<file path="config.mk">
export PLATFORM = sky130hd
export DESIGN_NAME = seven_seg_display_ctrl
export DESIGN_NICKNAME = d
export VERILOG_FILES = /design/src/rtl/seven_seg_pkg.sv /design/src/rtl/hex_to_seg.sv /design/src/rtl/seven_seg_display_ctrl.sv
export SDC_FILE = /design/constraint.sdc
export NUM_CORES = 1
export LEC_CHECK = 0
export BUFFER_PORTS_ARGS = -buffer_cell sky130_fd_sc_hd__buf_4
export CAP_MARGIN = 20
export CORE_UTILIZATION = 55
export CTS_CLUSTER_DIAMETER = 200
export DETAILED_ROUTE_END_ITERATION = 8
export HOLD_SLACK_MARGIN = 0.08
export PLACE_DENSITY = 0.77
export SYNTH_ARGS = -nofsm -noshare
export SYNTH_HDL_FRONTEND = slang
export SYNTH_SLANG_ARGS = --single-unit
</file>
<file path="constraint.sdc">
create_clock -name i_clk -period 4.2 [get_ports i_clk]
set_clock_uncertainty 0.1 [all_clocks]
set_input_delay 0.21 -clock i_clk [delete_from_list [all_inputs] [get_ports i_clk]]
set_output_delay 0.21 -clock i_clk [all_outputs]
set_load 0.02 [all_outputs]
</file>
<file path="src/rtl/seven_seg_pkg.sv">
// ---------------------------------------------------------------------------
// seven_seg_pkg
// Shared types and constants for the multiplexed seven-segment display
// controller: the scan FSM state encoding, the "everything dark" patterns
// and the active-low hex glyph table used by the nibble decoder.
// Ports: none (package).
// ---------------------------------------------------------------------------
package seven_seg_pkg;

  // Scan states: idle (dark), lighting one digit, or the anti-ghosting gap
  typedef enum logic [1:0] {
    IDLE  = 2'd0,
    SHOW  = 2'd1,
    GHOST = 2'd2
  } state_t;

  // Segment and anode patterns that leave the display fully dark
  localparam logic [6:0] SEG_BLANK = 7'h7F;
  localparam logic [3:0] ANODE_OFF = 4'hF;

  // Active-low glyphs {g,f,e,d,c,b,a}; element 0 is the glyph for hex 0
  localparam logic [15:0][6:0] HEX_GLYPH = {
    7'h0E, 7'h06, 7'h21, 7'h46,   // F E d C
    7'h03, 7'h08, 7'h10, 7'h00,   // b A 9 8
    7'h78, 7'h02, 7'h12, 7'h19,   // 7 6 5 4
    7'h30, 7'h24, 7'h79, 7'h40    // 3 2 1 0
  };

endpackage

</file>
<file path="src/rtl/hex_to_seg.sv">
// ---------------------------------------------------------------------------
// hex_to_seg
// Combinational decoder from a 4-bit hex nibble to active-low segments.
// Ports:
//   i_nibble  in   4  hex value 0..F
//   o_segs    out  7  active-low segments {g,f,e,d,c,b,a}
// ---------------------------------------------------------------------------
module hex_to_seg
  import seven_seg_pkg::*;
(
  input  logic [3:0] i_nibble,
  output logic [6:0] o_segs
);

  // Straight table lookup; the glyph shapes live in the package
  assign o_segs = HEX_GLYPH[i_nibble];

endmodule

</file>
<file path="src/rtl/seven_seg_display_ctrl.sv">
// ---------------------------------------------------------------------------
// seven_seg_display_ctrl
// Scans a 4-digit multiplexed seven-segment display: each digit is lit for
// CLK_DIV cycles followed by GHOST_CYCLES of all-dark anti-ghosting gap.
// New values arrive through a valid/ready handshake into a one-entry pending
// buffer that is committed only at frame boundaries (or straight away while
// idle), so a displayed frame never mixes old and new digits.
// Ports:
//   i_clk         in   1   system clock
//   i_reset       in   1   asynchronous active-high reset
//   i_enable      in   1   1 = scan, 0 = all digits dark
//   i_value_in    in   16  four hex nibbles, [3:0] is digit 0 (rightmost)
//   i_load_valid  in   1   value offered
//   o_load_ready  out  1   pending buffer empty
//   i_dp_in       in   4   decimal point per digit (1 = lit)
//   i_blank_lz    in   1   1 = suppress leading zeros
//   o_anode       out  4   active-low one-hot digit select
//   o_segs        out  7   active-low segments {g,f,e,d,c,b,a}
//   o_dp          out  1   active-low decimal point
//   o_frame_done  out  1   pulse on the last gap cycle of digit 3
// ---------------------------------------------------------------------------
module seven_seg_display_ctrl
  import seven_seg_pkg::*;
#(
  parameter int CLK_DIV      = 100000,
  parameter int GHOST_CYCLES = 16
)(
  input  logic        i_clk,
  input  logic        i_reset,
  input  logic        i_enable,
  input  logic [15:0] i_value_in,
  input  logic        i_load_valid,
  output logic        o_load_ready,
  input  logic [3:0]  i_dp_in,
  input  logic        i_blank_lz,
  output logic [3:0]  o_anode,
  output logic [6:0]  o_segs,
  output logic        o_dp,
  output logic        o_frame_done
);

  localparam int MAX_CNT = (CLK_DIV > GHOST_CYCLES) ? CLK_DIV : GHOST_CYCLES;
  localparam int CNT_W   = $clog2(MAX_CNT);

  state_t             r_state, w_nextState;
  logic [1:0]         r_digit, w_nextDigit;
  logic [CNT_W-1:0]   r_cnt, w_nextCnt;
  logic [15:0]        r_display, w_nextDisplay, r_pending, w_nextPending;
  logic [3:0]         r_dpReg, w_nextDpReg, r_pendDp, w_nextPendDp;
  logic               r_pendFull, w_nextPendFull;
  logic               w_commit, w_accept;
  logic [15:0]        w_shifted;
  logic [6:0]         w_glyph;
  logic               w_dark;
  logic [3:0]         w_anode;
  logic [6:0]         w_segs;
  logic               w_dp;
  logic               w_frameDone;

  // Scan sequencing: dropping enable always parks the scan at digit 0 so a
  // re-enable restarts the frame cleanly; otherwise walk SHOW -> GHOST and
  // advance the digit at the end of each gap.
  always_comb begin
    w_nextState = r_state;
    w_nextDigit = r_digit;
    w_nextCnt   = r_cnt + CNT_W'(1);
    if (!i_enable) begin
      w_nextState = IDLE;
      w_nextDigit = 2'd0;
      w_nextCnt   = '0;
    end else begin
      case (r_state)
        IDLE: begin
          w_nextState = SHOW;
          w_nextDigit = 2'd0;
          w_nextCnt   = '0;
        end
        SHOW: begin
          if (r_cnt == CNT_W'(CLK_DIV - 1)) begin
            w_nextState = GHOST;
            w_nextCnt   = '0;
          end
        end
        GHOST: begin
          if (r_cnt == CNT_W'(GHOST_CYCLES - 1)) begin
            w_nextState = SHOW;
            w_nextDigit = r_digit + 2'd1;
            w_nextCnt   = '0;
          end
        end
        default: begin
          w_nextState = IDLE;
          w_nextDigit = 2'd0;
          w_nextCnt   = '0;
        end
      endcase
    end
  end

  // Pending buffer: a commit moves pending into the display register while
  // idle or on the frame_done cycle. A load arriving in the same cycle as a
  // commit is still taken because the slot is being vacated, so the buffer
  // stays full with the newer value.
  always_comb begin
    w_commit       = r_pendFull && ((r_state == IDLE) || o_frame_done);
    w_accept       = i_load_valid && (!r_pendFull || w_commit);
    w_nextDisplay  = r_display;
    w_nextDpReg    = r_dpReg;
    w_nextPending  = r_pending;
    w_nextPendDp   = r_pendDp;
    w_nextPendFull = r_pendFull;
    if (w_commit) begin
      w_nextDisplay  = r_pending;
      w_nextDpReg    = r_pendDp;
      w_nextPendFull = 1'b0;
    end
    if (w_accept) begin
      w_nextPending  = i_value_in;
      w_nextPendDp   = i_dp_in;
      w_nextPendFull = 1'b1;
    end
  end

  // The nibble for the upcoming digit sits at the bottom of the shifted
  // display word; if the whole shifted word is zero then this digit and all
  // higher ones are zero, which is exactly the leading-zero condition.
  assign w_shifted = w_nextDisplay >> {w_nextDigit, 2'b00};
  assign w_dark    = i_blank_lz && (w_nextDigit != 2'd0) && (w_shifted == 16'h0000);

  hex_to_seg u_hexToSeg (
    .i_nibble (w_shifted[3:0]),
    .o_segs   (w_glyph)
  );

  // Output values are built from the next-cycle state so that the registered
  // outputs line up exactly with the state register they describe.
  always_comb begin
    w_anode     = ANODE_OFF;
    w_segs      = SEG_BLANK;
    w_dp        = 1'b1;
    w_frameDone = (w_nextState == GHOST) && (w_nextDigit == 2'd3) &&
                  (w_nextCnt == CNT_W'(GHOST_CYCLES - 1));
    if ((w_nextState == SHOW) && !w_dark) begin
      w_anode = ~(4'b0001 << w_nextDigit);
      w_segs  = w_glyph;
      w_dp    = ~w_nextDpReg[w_nextDigit];
    end
  end

  // All state and outputs, with reset forcing the display dark immediately
  always_ff @(posedge i_clk or posedge i_reset) begin
    if (i_reset) begin
      r_state      <= IDLE;
      r_digit      <= 2'd0;
      r_cnt        <= '0;
      r_display    <= '0;
      r_dpReg      <= '0;
      r_pending    <= '0;
      r_pendDp     <= '0;
      r_pendFull   <= 1'b0;
      o_anode      <= ANODE_OFF;
      o_segs       <= SEG_BLANK;
      o_dp         <= 1'b1;
      o_load_ready <= 1'b1;
      o_frame_done <= 1'b0;
    end else begin
      r_state      <= w_nextState;
      r_digit      <= w_nextDigit;
      r_cnt        <= w_nextCnt;
      r_display    <= w_nextDisplay;
      r_dpReg      <= w_nextDpReg;
      r_pending    <= w_nextPending;
      r_pendDp     <= w_nextPendDp;
      r_pendFull   <= w_nextPendFull;
      o_anode      <= w_anode;
      o_segs       <= w_segs;
      o_dp         <= w_dp;
      o_load_ready <= !w_nextPendFull;
      o_frame_done <= w_frameDone;
    end
  end

endmodule

</file>
Word-level counts from Yosys, hierarchy flattened
Memory sizes are Yosys's and may differ from the RTL's.
Index checks and enable logic that the tools add are counted.
{ "op_classes": {"n_addsub": 2, "magnitude_cmp": 2, "eq_ne": 8, "n_shift": 2, "muxes": 21, "bitwise_logic": 2, "reduce_logical": 15} }
{ "op_table": {"columns": ["op", "n"], "rows": [
  ["$mux W17", 3],
  ["$eq A17 B4 Y1 const B", 2],
  ["$pmux W17 S2", 1],
  ["$add A17 B1 Y17 const B", 1],
  ["$eq A17 B17 Y1 const B", 1],
  ["$logic_not A16 Y1", 1],
  ["$mux W16", 1],
  ["$shr A16 B4 Y16", 1],
  ["$mux W7", 2],
  ["$mux W2", 5],
  ["$mux W4", 2],
  ["$logic_and A1 B1 Y1", 7],
  ["$eq A2 B2 Y1 const B", 3],
  ["$pmux W2 S3", 1],
  ["$lt A4 B5 Y1 const B", 1],
  ["$eq A2 B1 Y1 const B", 2],
  ["$mux W1", 4],
  ["$not A4 Y4", 1],
  ["$pmux W2 S2", 1],
  ["$shl A1 B2 Y4 const A", 1],
  ["$logic_not A1 Y1", 3],
  ["$lt A2 B3 Y1 const B", 1],
  ["$add A2 B1 Y2 const B", 1],
  ["$bmux W1 S2", 1],
  ["other kinds (4)", 5]
]} }
{ "word_totals": {"ff_bits": 76, "mem_bits_ro": 112, "input_bits": 25, "out_inout_bits": 14, "elab_cells": 66, "n_memories": 1} }
{ "mem_list": {"columns": ["name", "depth", "word_bits", "rd", "rd_ports_with_merged_regs", "write_ports", "line_no", "text"], "rows": [
  ["(no name shown)", 16, 7, 1, 0, 0, "hex_to_seg.sv:16", "assign o_segs = HEX_GLYPH[i_nibble];"]
]} }

Longest topological paths before layout
Gate-level depths: netlist (run 1).
{ "logic_depth": {"depth_word": 10, "mapped_depth": 17, "mapped_depth_nobuf": 15} }

Cells and area by module
From an unflattened synthesis (run 1), not the netlist that was laid out.
{ "unflattened": {"hier_cells": 348, "hier_area_um2": 4070.2} }
{ "by_module_without_submodules": {"columns": ["mod", "n_inst", "cells_each", "area_per_inst_um2", "seq_area_each_um2"], "rows": [
  ["seven_seg_display_ctrl", 1, 316, 3794.9, 1918.1],
  ["hex_to_seg", 1, 32, 275.3, 0.0]
]} }

Least setup slack after synthesis (run 1)
OpenSTA, ideal clock, no wires.
{ "synth_path": {"path_type": "flip-flop to flip-flop", "from": "register r_state[0]", "to": "register o_segs[3]", "setup_ps": 83, "t_arrival_ps": 3487, "t_required_ps": 4017, "setup_slack_ps": 530, "path_stages_with_launch": 15, "path_buffers": 3, "period_less_slack_ps": 3670, "cell_sequence": "dfrtp_1 > inv_1 > ha_1 > o21ai_1 > clkbuf_1 > clkbuf_1 > mux2_2 > mux2i_1 > mux2_2 > ha_1 > nand2_1 > or3_1 > o211a_1 > buf_2 > a41oi_1"} }
{ "synth_between": {"elab_chain_len": 10, "word_cells_on_any_way": 23, "classes_between": "eq/ne: 3; shift: 1; mux: 9; reduce/logical: 9; memory: 1"} }
{ "synth_lines": {"columns": ["item", "line_no", "text"], "rows": [
  ["start: declaration", "seven_seg_display_ctrl.sv:45", "state_t r_state, w_nextState;"],
  ["start signal: assignment", "seven_seg_display_ctrl.sv:167", "r_state <= w_nextState;"],
  ["$logic_not A2 Y1 (*)", "seven_seg_display_ctrl.sv:105", "w_commit = r_pendFull && ((r_state == IDLE) || o_frame_done);"],
  ["$logic_or A1 B1 Y1 (*)", "seven_seg_display_ctrl.sv:105", null],
  ["$logic_and A1 B1 Y1 (*)", "seven_seg_display_ctrl.sv:105", null],
  ["$mux W16 (*)", "seven_seg_display_ctrl.sv:112", "if (w_commit) begin"],
  ["via w_nextDisplay[5]", "seven_seg_display_ctrl.sv:48", "logic [15:0] r_display, w_nextDisplay, r_pending, w_nextPending;"],
  ["$shr A16 B4 Y16 (*)", "seven_seg_display_ctrl.sv:127", "assign w_shifted = w_nextDisplay >> {w_nextDigit, 2'b00};"],
  ["parallel branches: the longest is 4 deep, another holds $mem_v2 Z16 W7", null, null],
  ["$mux W7 (*)", "seven_seg_display_ctrl.sv:143", "if ((w_nextState == SHOW) && !w_dark) begin"],
  ["via w_segs[3]", "seven_seg_display_ctrl.sv:56", "logic [6:0] w_segs;"],
  ["end signal: assignment", "seven_seg_display_ctrl.sv:176", "o_segs <= w_segs;"],
  ["end: declaration", "seven_seg_display_ctrl.sv:37", "output logic [6:0] o_segs,"]
]} }
Mark *: on every way through the listed nets, which the timed path passes. The select of a mux whose other input is x is not followed.
A chain may end at the register's enable or synchronous reset.

Final worst setup path (run 1)
{ "layout_path": {"from": "register r_cnt[5]", "to": "register o_segs[3]"} }
{ "layout_between": {"elab_chain_len": 10, "word_cells_on_any_way": 20, "classes_between": "eq/ne: 3; shift: 1; mux: 9; reduce/logical: 6; memory: 1"} }
{ "layout_lines": {"columns": ["item", "line_no", "text"], "rows": [
  ["start: declaration", "seven_seg_display_ctrl.sv:47", "logic [CNT_W-1:0] r_cnt, w_nextCnt;"],
  ["start signal: assignment", "seven_seg_display_ctrl.sv:169", "r_cnt <= w_nextCnt;"],
  ["parallel branches: the longest is 9 deep, another holds $mem_v2 Z16 W7", null, null],
  ["$mux W7 (*)", "seven_seg_display_ctrl.sv:143", null],
  ["via w_segs[3]", "seven_seg_display_ctrl.sv:56", null]
]} }
Marked as above.

==> results.cfg, run 1 <==
[timing]
relSlewSlack_pct = 44.8
drv_slew = 0
post-route-min-period_ps = 3800
rsz0062_at_grt = no
worst_pin_slew_ps = 826
hold_viol_final = 0
fmax_mhz = 263
worst_slack_ps = 403
fin_crit_sh_pct = 90.4
finalSetupViolCount = 0
tns_ps = 0

[yosys]
netlist_area_um2 = 3950
synth_cells = 353
ys_ff_latch = 76
synth_top_cell_by_area = dfrtp_1
synth_ff_type = dfrtp_1
ys_types = 60
ys_seq_area_share_pct = 48.5
syn_area_per_cell_um2 = 11.2
yosys-top-cells-area = dfrtp_1 40%, mux2_2 12%, dfstp_2 8.6%
syn-num-nets = 389
synthArstFlopShare_pct = 100
yosysWarnings = 0
synth_top_area_share_pct = 39.9
synth-edff-count = 0

[setup_path]
reg2reg_to = o_segs[3]
r2r_slack_ps = 400
crit_required_ps = 4370
path_class = reg -> reg
r2r_start = r_cnt[5]
crit_arrival_ps = 3970
rr_worst_depth = 12
cp_max_fo = 10
critPathLaunchType = flop
end_kind = flop

[drt]
wl_per_cell_um = 16.2
route.met3.wl_um = 206
wirelength_um = 8380
drc_errors = 0
wl_met2_um = 4400
top_layer = met4
m1WireLength_um = 3580
drtPass1Iterations = 5
antenna_left = 0
drtIter0Drc = 147
vias = 2948
routed_via_density = 5.71

[final_layout]
areaGrowthSynthToFinish_pct = 20.3
fin_cells = 516
postLayoutCellArea_um2 = 4760
num-nets-final = 451
final_common_cell = dfrtp_1
final_cell_mix = 63 x dfrtp_1, 46 x buf_4, 43 x mux2_2
diodes = 0
fillers = 538
final_layout_size_suffix_gt1_share_pct = 31.9

[placement]
dp.final_hpwl_um = 5870
dp.cells = 473
portBuffers = 38
placed_area_um2 = 4300
dp_slack_ps = 301
gp_congestion = 0.899

[floorplanning]
fp-row-count = 30
die_y_um = 86.8
die_w_um = 86.8
die_area_um2 = 7530
coreArea_um2 = 6870
start_util_pct = 57.6
ios = 39

[clocking]
cts_tree = done
cts_max_path_buffers = 2
cts.clk_slew.worst_paths_ps = 80
clock_latency_ps = 360
cts-htree-levels = 3
clkSinkCount = 76
cts_buffers = 9
cts_root_buf = clkbuf_8

[global_routing]
grt_max_degree = 42
grt_pass1_wl_um = 13800
grt_pass1_vias = 2890
grt_use_total_pct = 24.4
grt_overflow = 0
antenna_found_initial = 0

[flow_run]
max-cap-violations = 0

[power]
vdd_drop_max_mv = 0.264
p_leak_nw = 2.03
power_density_nw_per_um2 = 425

[status]
status = completed

[worst_hold_path]
min_delay_worst_endpoint = r_pendDp[0]
hold_class = reg -> reg
hold_depth = 1
hold_path_startpoint = r_pendDp[0]
per-stage QoR:
step | hold slack [ps] | util (%) | power, mW
finish | 405 | 69.2 | 2.02
global route | 419 | 69.2 | 2.12
CTS | 404 | 68.8 | 2.04
detailed placement | 328 | 62.6 | 1.46
global placement | 327 | 62.6 | 1.44
floorplan | 241 | - | 1.30
kinds of logic (layout without fill, tap and decap cells):
group	count (synthesis)	in the layout	synth area share, %
buffers and inverters	29	96	3.39
XOR/XNOR	17	17	3.77
adder cells (fa/ha/maj)	12	12	3.73
flip-flops	76	76	48.5
AND/OR/NAND/NOR	109	109	14.1
multiplexers	55	55	15.4
AO/OA/AOI/OAI	55	55	11.0
per-layer routing:
metal | vias up | global-route usage, %
li1 | 1398 | -
met1 | 1484 | 28.5
met3 | 15 | 4.48
met4 | 0 | 11.5
met5 | - | 0
met2 | 51 | 43.4
synthesized netlist by cell type (all sizes together) (3+ instances only):
library cell  count
and3              6
nand4             5
o21ai             8
a21oi             6
dfstp            13
mux2i            11
o21a              3
ha               11
nor2             33
a21boi            3
o211ai            5
buf               7
clkbuf           11
mux2             44
inv              11
dfrtp            63
xnor2            10
nor3             11
nor4              5
nand2b            3
a31oi             8
nand3            11
and2              4
a31o              3
xor2              7
nand2            19
and4              4
worst max-delay path by stage:
stage | start | end | slack (ps)
5_1_grt | r_cnt[5] | o_segs[3] | 90
4_1_cts | r_cnt[5] | o_segs[3] | 280
6_report | r_cnt[5] | o_segs[3] | 400
2_1_floorplan | r_state[0] | o_segs[3] | 530
3_5_place_dp | r_cnt[5] | o_segs[3] | 300
3_3_place_gp | r_cnt[5] | o_segs[3] | 480
flip-flops by register name, indices dropped and copies added (netlist names):
name and cells:
r_pendDp 4, o_load_ready 1, o_dp 1, r_dpReg 4, r_display 16, r_state 2
o_segs 7, o_frame_done 1, r_pending 16, o_anode 4, r_digit 2, r_pendFull 1
r_cnt 17
critical path, cell delays in order (launching register included):
cell	delay [ps]
dfrtp_1	440
or4_4	560
nor4_4	310
a21boi_2	160
o211ai_4	330
buf_4	200
mux2i_1	180
mux2_2	230
ha_1	230
nand2_1	80
or3_1	320
o211a_1	350
a41oi_1	200
power by group:
part,switching [mW],total (mW),internal (mW)
sequential,0.0492,0.916,0.867
clock,0.277,0.552,0.275
combinational,0.297,0.552,0.254
total,0.623,2.02,1.40
timing repair:
action                                  in CTS  in global routing
buffers inserted                             0                  4
hold endpoints to repair                    52                  0
hold buffers                                23                  0
endpoints found under the setup margin       0                  2
resized for setup                            0                  0
final cells by class:
| cell class | instances | area [µm²] | share of cell area, % |
|---|---|---|---|
| inverter | 11 | 43.8 | 0.921 |
| clock buffer | 10 | 128 | 2.68 |
| multi-input combinational | 248 | 1910 | 40.1 |
| sequential | 76 | 1920 | 40.3 |
| tap | 96 | 120 | 2.53 |
| timing repair buffer | 69 | 576 | 12.1 |
| clock inverter | 6 | 65.1 | 1.37 |
(Power assumes the default switching activity.)
==> run 2, diff against run 1 <==
Settings changed: BUFFER_PORTS_ARGS -buffer_cell sky130_fd_sc_hd__buf_4 to not set, DONT_BUFFER_PORTS set to 1, PLACE_DENSITY 0.77 to 0.72.
==> results.cfg, run 2 (same netlist as run 1, synthesis figures left out) <==
[drt]
top_layer = met4
routed_via_density = 5.86
wl_met2_um = 4090
drtPass1Iterations = 4
wl_per_cell_um = 17.1
vias = 2788
drtIter0Drc = 139
wirelength_um = 8160
drc_errors = 0
antenna_left = 0
route.met3.wl_um = 331
m1WireLength_um = 3630

[final_layout]
diodes = 0
fin_cells = 476
final_common_cell = dfrtp_1
regMostFlops = r_cnt
largest_reg_flops = 17
final_layout_size_suffix_gt1_share_pct = 24.7
fillers = 541
areaGrowthSynthToFinish_pct = 13.6
final_cell_mix = 63 x dfrtp_1, 43 x mux2_2, 33 x nor2_1
reg_top3 = r_cnt (17), r_display (16), r_pending (16)
num-nets-final = 411

[global_routing]
grt_pass1_vias = 2802
grt_use_total_pct = 23.9
grt_max_degree = 53
antenna_found_initial = 0
grt_overflow = 0
grt_pass1_wl_um = 13400

[floorplanning]
die_w_um = 86.8
fp-row-count = 30
die_y_um = 86.8
coreArea_um2 = 6870
ios = 39
start_util_pct = 57.6
die_area_um2 = 7530

[placement]
dp.cells = 436
gp_congestion = 0.876
portBuffers = 0
dp.final_hpwl_um = 5680

[clocking]
cts_setup_buffers = 0
cts.clk_slew.worst_paths_ps = 80
cts_tree = done
cts_root_buf = clkbuf_8
clock_latency_ps = 340
cts_max_path_buffers = 2
cts_resized = 0
clkSinkCount = 76
cts-htree-levels = 3
cts_hold_buf = 23
cts_buffers = 9

[setup_path]
path_delay_family = simple AND/OR/NAND/NOR gates
crit_arrival_ps = 4020
crit_required_ps = 4350
cpPeakStageDelay_ps = 560
cp_max_fo = 10
slowest_stage = or4_4
path_class = reg -> reg
path_buf_inv = 1
end_kind = flop
crit_chain = or4_4, nor4_4, a21boi_2, o211ai_4, inv_4, mux2i_1, mux2_2, ha_1, nand2_1, or3_1, o211ai_1, a2111oi_0, a41oi_1
critPathLaunchType = flop

[timing]
worst_pin_slew_ps = 825
drv_slew = 0
fin_crit_sh_pct = 91.9
rsz0062_at_grt = no
tns_ps = 0
finalSetupViolCount = 0
hold_viol_final = 0
relSlewSlack_pct = 44.8
post-route-min-period_ps = 3860
fmax_mhz = 259

[power]
clockPowerShare_pct = 29.9
p_seq_share_pct = 47.2
p_sw_share_pct = 29.7
internal_power_mw = 1.42
p_sw_uw = 599
p_leak_nw = 1.86
vdd_drop_max_mv = 0.275
power_density_nw_per_um2 = 449
comb_power_share_pct = 22.9

[status]
status = completed

[worst_hold_path]
hold_class = in -> async

[flow_run]
max-cap-violations = 0
## run 2: per-stage QoR
| stage | utilization [%] | hold slack, ps | instance area (µm²) | setup WS [ps] | total power, mW |
|---|---|---|---|---|---|
| 3_3_place_gp | 58.6 | 246 | 4030 | 594 | 1.40 |
| 5_1_grt | 65.4 | 122 | 4490 | 74.7 | 2.13 |
| 3_5_place_dp | 58.6 | 258 | 4030 | 405 | 1.41 |
| 4_1_cts | 65.1 | 183 | 4470 | 373 | 2.03 |
| 2_1_floorplan | - | 241 | 3950 | 530 | 1.30 |
| 6_report | 65.4 | 122 | 4490 | 338 | 2.02 |
## run 2: area by class of cell
| class | instances | area (µm²) | share of cell area, % |
|---|---|---|---|
| Sequential cell | 76 | 1920 | 42.7 |
| Multi-Input combinational cell | 248 | 1910 | 42.4 |
| Timing Repair Buffer | 29 | 288 | 6.41 |
| Clock buffer | 10 | 128 | 2.84 |
| Tap cell | 96 | 120 | 2.67 |
| Clock inverter | 6 | 88.8 | 1.98 |
| Inverter | 11 | 43.8 | 0.975 |
## run 2: final timing paths
| kind | start | endpoint | slack, ps | depth (start not counted) |
|---|---|---|---|---|
| min in group i_clk | i_enable | r_cnt[1] | 180 | 3 |
| setup reg to reg | r_cnt[5] | o_segs[3] | 340 | 13 |
| max in group asynchronous | i_reset | o_anode[2] | 2960 | 4 |
| hold reg to reg | r_dpReg[2] | r_dpReg[2] | 400 | 1 |
| hold / removal | i_reset | r_pending[11] | 120 | 2 |
| setup / recovery | r_cnt[5] | o_segs[3] | 340 | 13 |
## run 2: per-layer routing
metal / global-route usage [%] / vias up
met4: 9.70 / 0
met5: 0 / -
li1: - / 1321
met3: 5.52 / 9
met2: 39.8 / 69
met1: 30.1 / 1389
## run 2: power by group through the flow
stage	clock, mW	combinational [mW]	sequential (mW)
final	0.604	0.462	0.952
after detailed placement	0	0.442	0.965
after global placement	0	0.440	0.960
after CTS	0.621	0.461	0.952
after global routing	0.649	0.511	0.966
after floorplan	0	0.355	0.944
==> run 3, diff against run 2 <==
Settings changed: ABC_AREA set to 1, CTS_BUF_LIST set to sky130_fd_sc_hd__clkbuf_16.
==> results.cfg, run 3 <==
[floorplanning]
die_area_um2 = 7590
ios = 39
coreArea_um2 = 6910
die_w_um = 87.1
die_y_um = 87.1
start_util_pct = 57.7
fp-row-count = 30

[global_routing]
met1_usage_pct = 32.4
use_met3_pct = 5.02
grt_use_met2_pct = 38.7
grt_pass1_wl_um = 14000
grt_pass1_vias = 3001
antenna_found_initial = 0
grt_busiest_layer = met2
grt_max_degree = 40
grt_overflow = 0
grt_use_total_pct = 24.3

[timing]
drv_slew = 0
tns_ps = 0
finalSetupViolCount = 0
post-route-min-period_ps = 3470
relSlewSlack_pct = 34.0
hold_viol_final = 0
fmax_mhz = 288
fin_crit_sh_pct = 82.6
rsz0062_at_grt = no
worst_pin_slew_ps = 987

[power]
p_sw_uw = 530
p_seq_share_pct = 45.6
internal_power_mw = 1.39
clockPowerShare_pct = 38.1
p_leak_nw = 2.19
comb_power_share_pct = 16.3
p_sw_share_pct = 27.6
vdd_drop_max_mv = 0.311
power_density_nw_per_um2 = 421

[final_layout]
regMostFlops = r_cnt
postLayoutCellArea_um2 = 4560
reg_top3 = r_cnt (17), r_display (16), r_pending (16)
areaGrowthSynthToFinish_pct = 14.4
fillers = 586
num-nets-final = 535
final_cell_mix = 105 x nand2_1, 73 x inv_1, 63 x dfrtp_1
final_layout_size_suffix_gt1_share_pct = 14.3
largest_reg_flops = 17
diodes = 0
final_common_cell = nand2_1

[yosys]
ys_seq_area_share_pct = 48.1
synth-edff-count = 0
synthArstFlopShare_pct = 100
netlist_area_um2 = 3990
synth_cells = 475
ys_ff_latch = 76
syn_area_per_cell_um2 = 8.39
yosysWarnings = 0
syn-num-nets = 511
synth_top_cell_by_area = dfrtp_1
yosys-top-cells-area = dfrtp_1 40%, nand2_1 9.9%, dfstp_2 8.6%
ys_types = 38
synth_ff_type = dfrtp_1
synth_top_area_share_pct = 39.5
synthTopCellsByCount = 105 x nand2_1, 73 x inv_1, 63 x dfrtp_1
yosysMostFrequentCell = nand2_1

[clocking]
cts_tree = done
clock_latency_ps = 330
cts_buffers = 9
cts.clk_slew.worst_paths_ps = 50
cts-htree-levels = 3
cts_max_path_buffers = 2
cts_resized = 0
clkSinkCount = 76
cts_root_buf = clkbuf_16

[drt]
drc_errors = 0
wirelength_um = 8050
wl_per_cell_um = 13.4
antenna_left = 0
drtIter0Drc = 164
vias = 3066
routed_via_density = 5.11
drtPass1Iterations = 4

[setup_path]
crit_arrival_ps = 3590
r2r_start = r_state[0]
crit_required_ps = 4320
critPathLaunchType = flop
cp_max_fo = 18
path_class = reg -> reg
rr_worst_depth = 17
end_kind = flop
startpoint = r_state[0]

[worst_hold_path]
hold_class = in -> reg
hold_depth = 4
hold_path_startpoint = i_enable

[placement]
dp.final_hpwl_um = 5800
placed_area_um2 = 4050
portBuffers = 0
gp_congestion = 0.914

[status]
status = completed

[flow_run]
max-cap-violations = 0
run 3: power by group through the flow:
stage | combinational, mW | sequential, mW | clock [mW]
after detailed placement | 0.293 | 0.889 | 0
after floorplan | 0.234 | 0.878 | 0
after global routing | 0.359 | 0.886 | 0.784
after CTS | 0.313 | 0.876 | 0.745
final | 0.313 | 0.876 | 0.731
after global placement | 0.286 | 0.886 | 0
run 3: layer usage:
metal / vias up / routed length [µm]
met2: 67 / 3900
met4: 0 / 167
met5: - / 0
met3: 19 / 288
li1: 1552 / -
met1: 1428 / 3690
run 3: cell type report:
type / instances / area [µm²] / share of cell area, %
Multi-Input combinational cell: 309 / 1700 / 37.2
Clock buffer: 9 / 225 / 4.94
Timing Repair Buffer: 26 / 253 / 5.54
Inverter: 77 / 289 / 6.34
Tap cell: 96 / 120 / 2.63
Sequential cell: 76 / 1920 / 42.0
Clock inverter: 7 / 58.8 / 1.29
run 3: final timing paths:
check / slack [ps] / endpoint
min in group asynchronous: 390 / r_dpReg[3]
max in group asynchronous: 2630 / o_load_ready
min reg2reg: 400 / r_dpReg[1]
max: 730 / o_segs[6]
max reg2reg: 730 / o_segs[6]
min: 220 / r_cnt[8]
run 3: cell families (layout without fill, tap and decap cells):
logic type	Yosys count	count (layout)	synth area share, %
compound gates	51	51	7.19
xor+xnor	5	5	1.10
fa+ha+maj	11	11	3.45
buf+inv	90	119	9.41
flops	76	76	48.1
mux	11	11	3.11
simple gates	231	231	27.6
run 3: stage by stage:
step           std cells  setup slack [ps]  utilization (%)  total power, mW  hold WS (ps)
4_1_cts              600               749             66.1             1.93           211
6_report             600               731             66.1             1.92           216
3_5_place_dp         561               773             58.6             1.18           167
3_3_place_gp         561               864             58.6             1.17           154
2_1_floorplan        475              1440                -             1.11           150
5_1_grt              600               421             66.1             2.03           227
run 3: what timing repair did:
item / CTS / global route
hold endpoints to repair: 55 / 0
hold buffers: 23 / 0
setup endpoints to repair: 0 / 0
buffers inserted: 0 / 0
run 3: worst max-delay path, stage by stage, from the launching register on:
cell,delay (ps)
dfrtp_1,400
inv_1,90
ha_1,240
o21ai_2,340
buf_4,280
nand2_1,60
o21ai_0,160
nand3_1,130
nand2_1,90
nand2_1,50
nand2_1,160
inv_1,120
ha_1,230
nand2_1,80
nand3b_1,100
nor2_1,60
a21oi_2,510
nand3_1,140
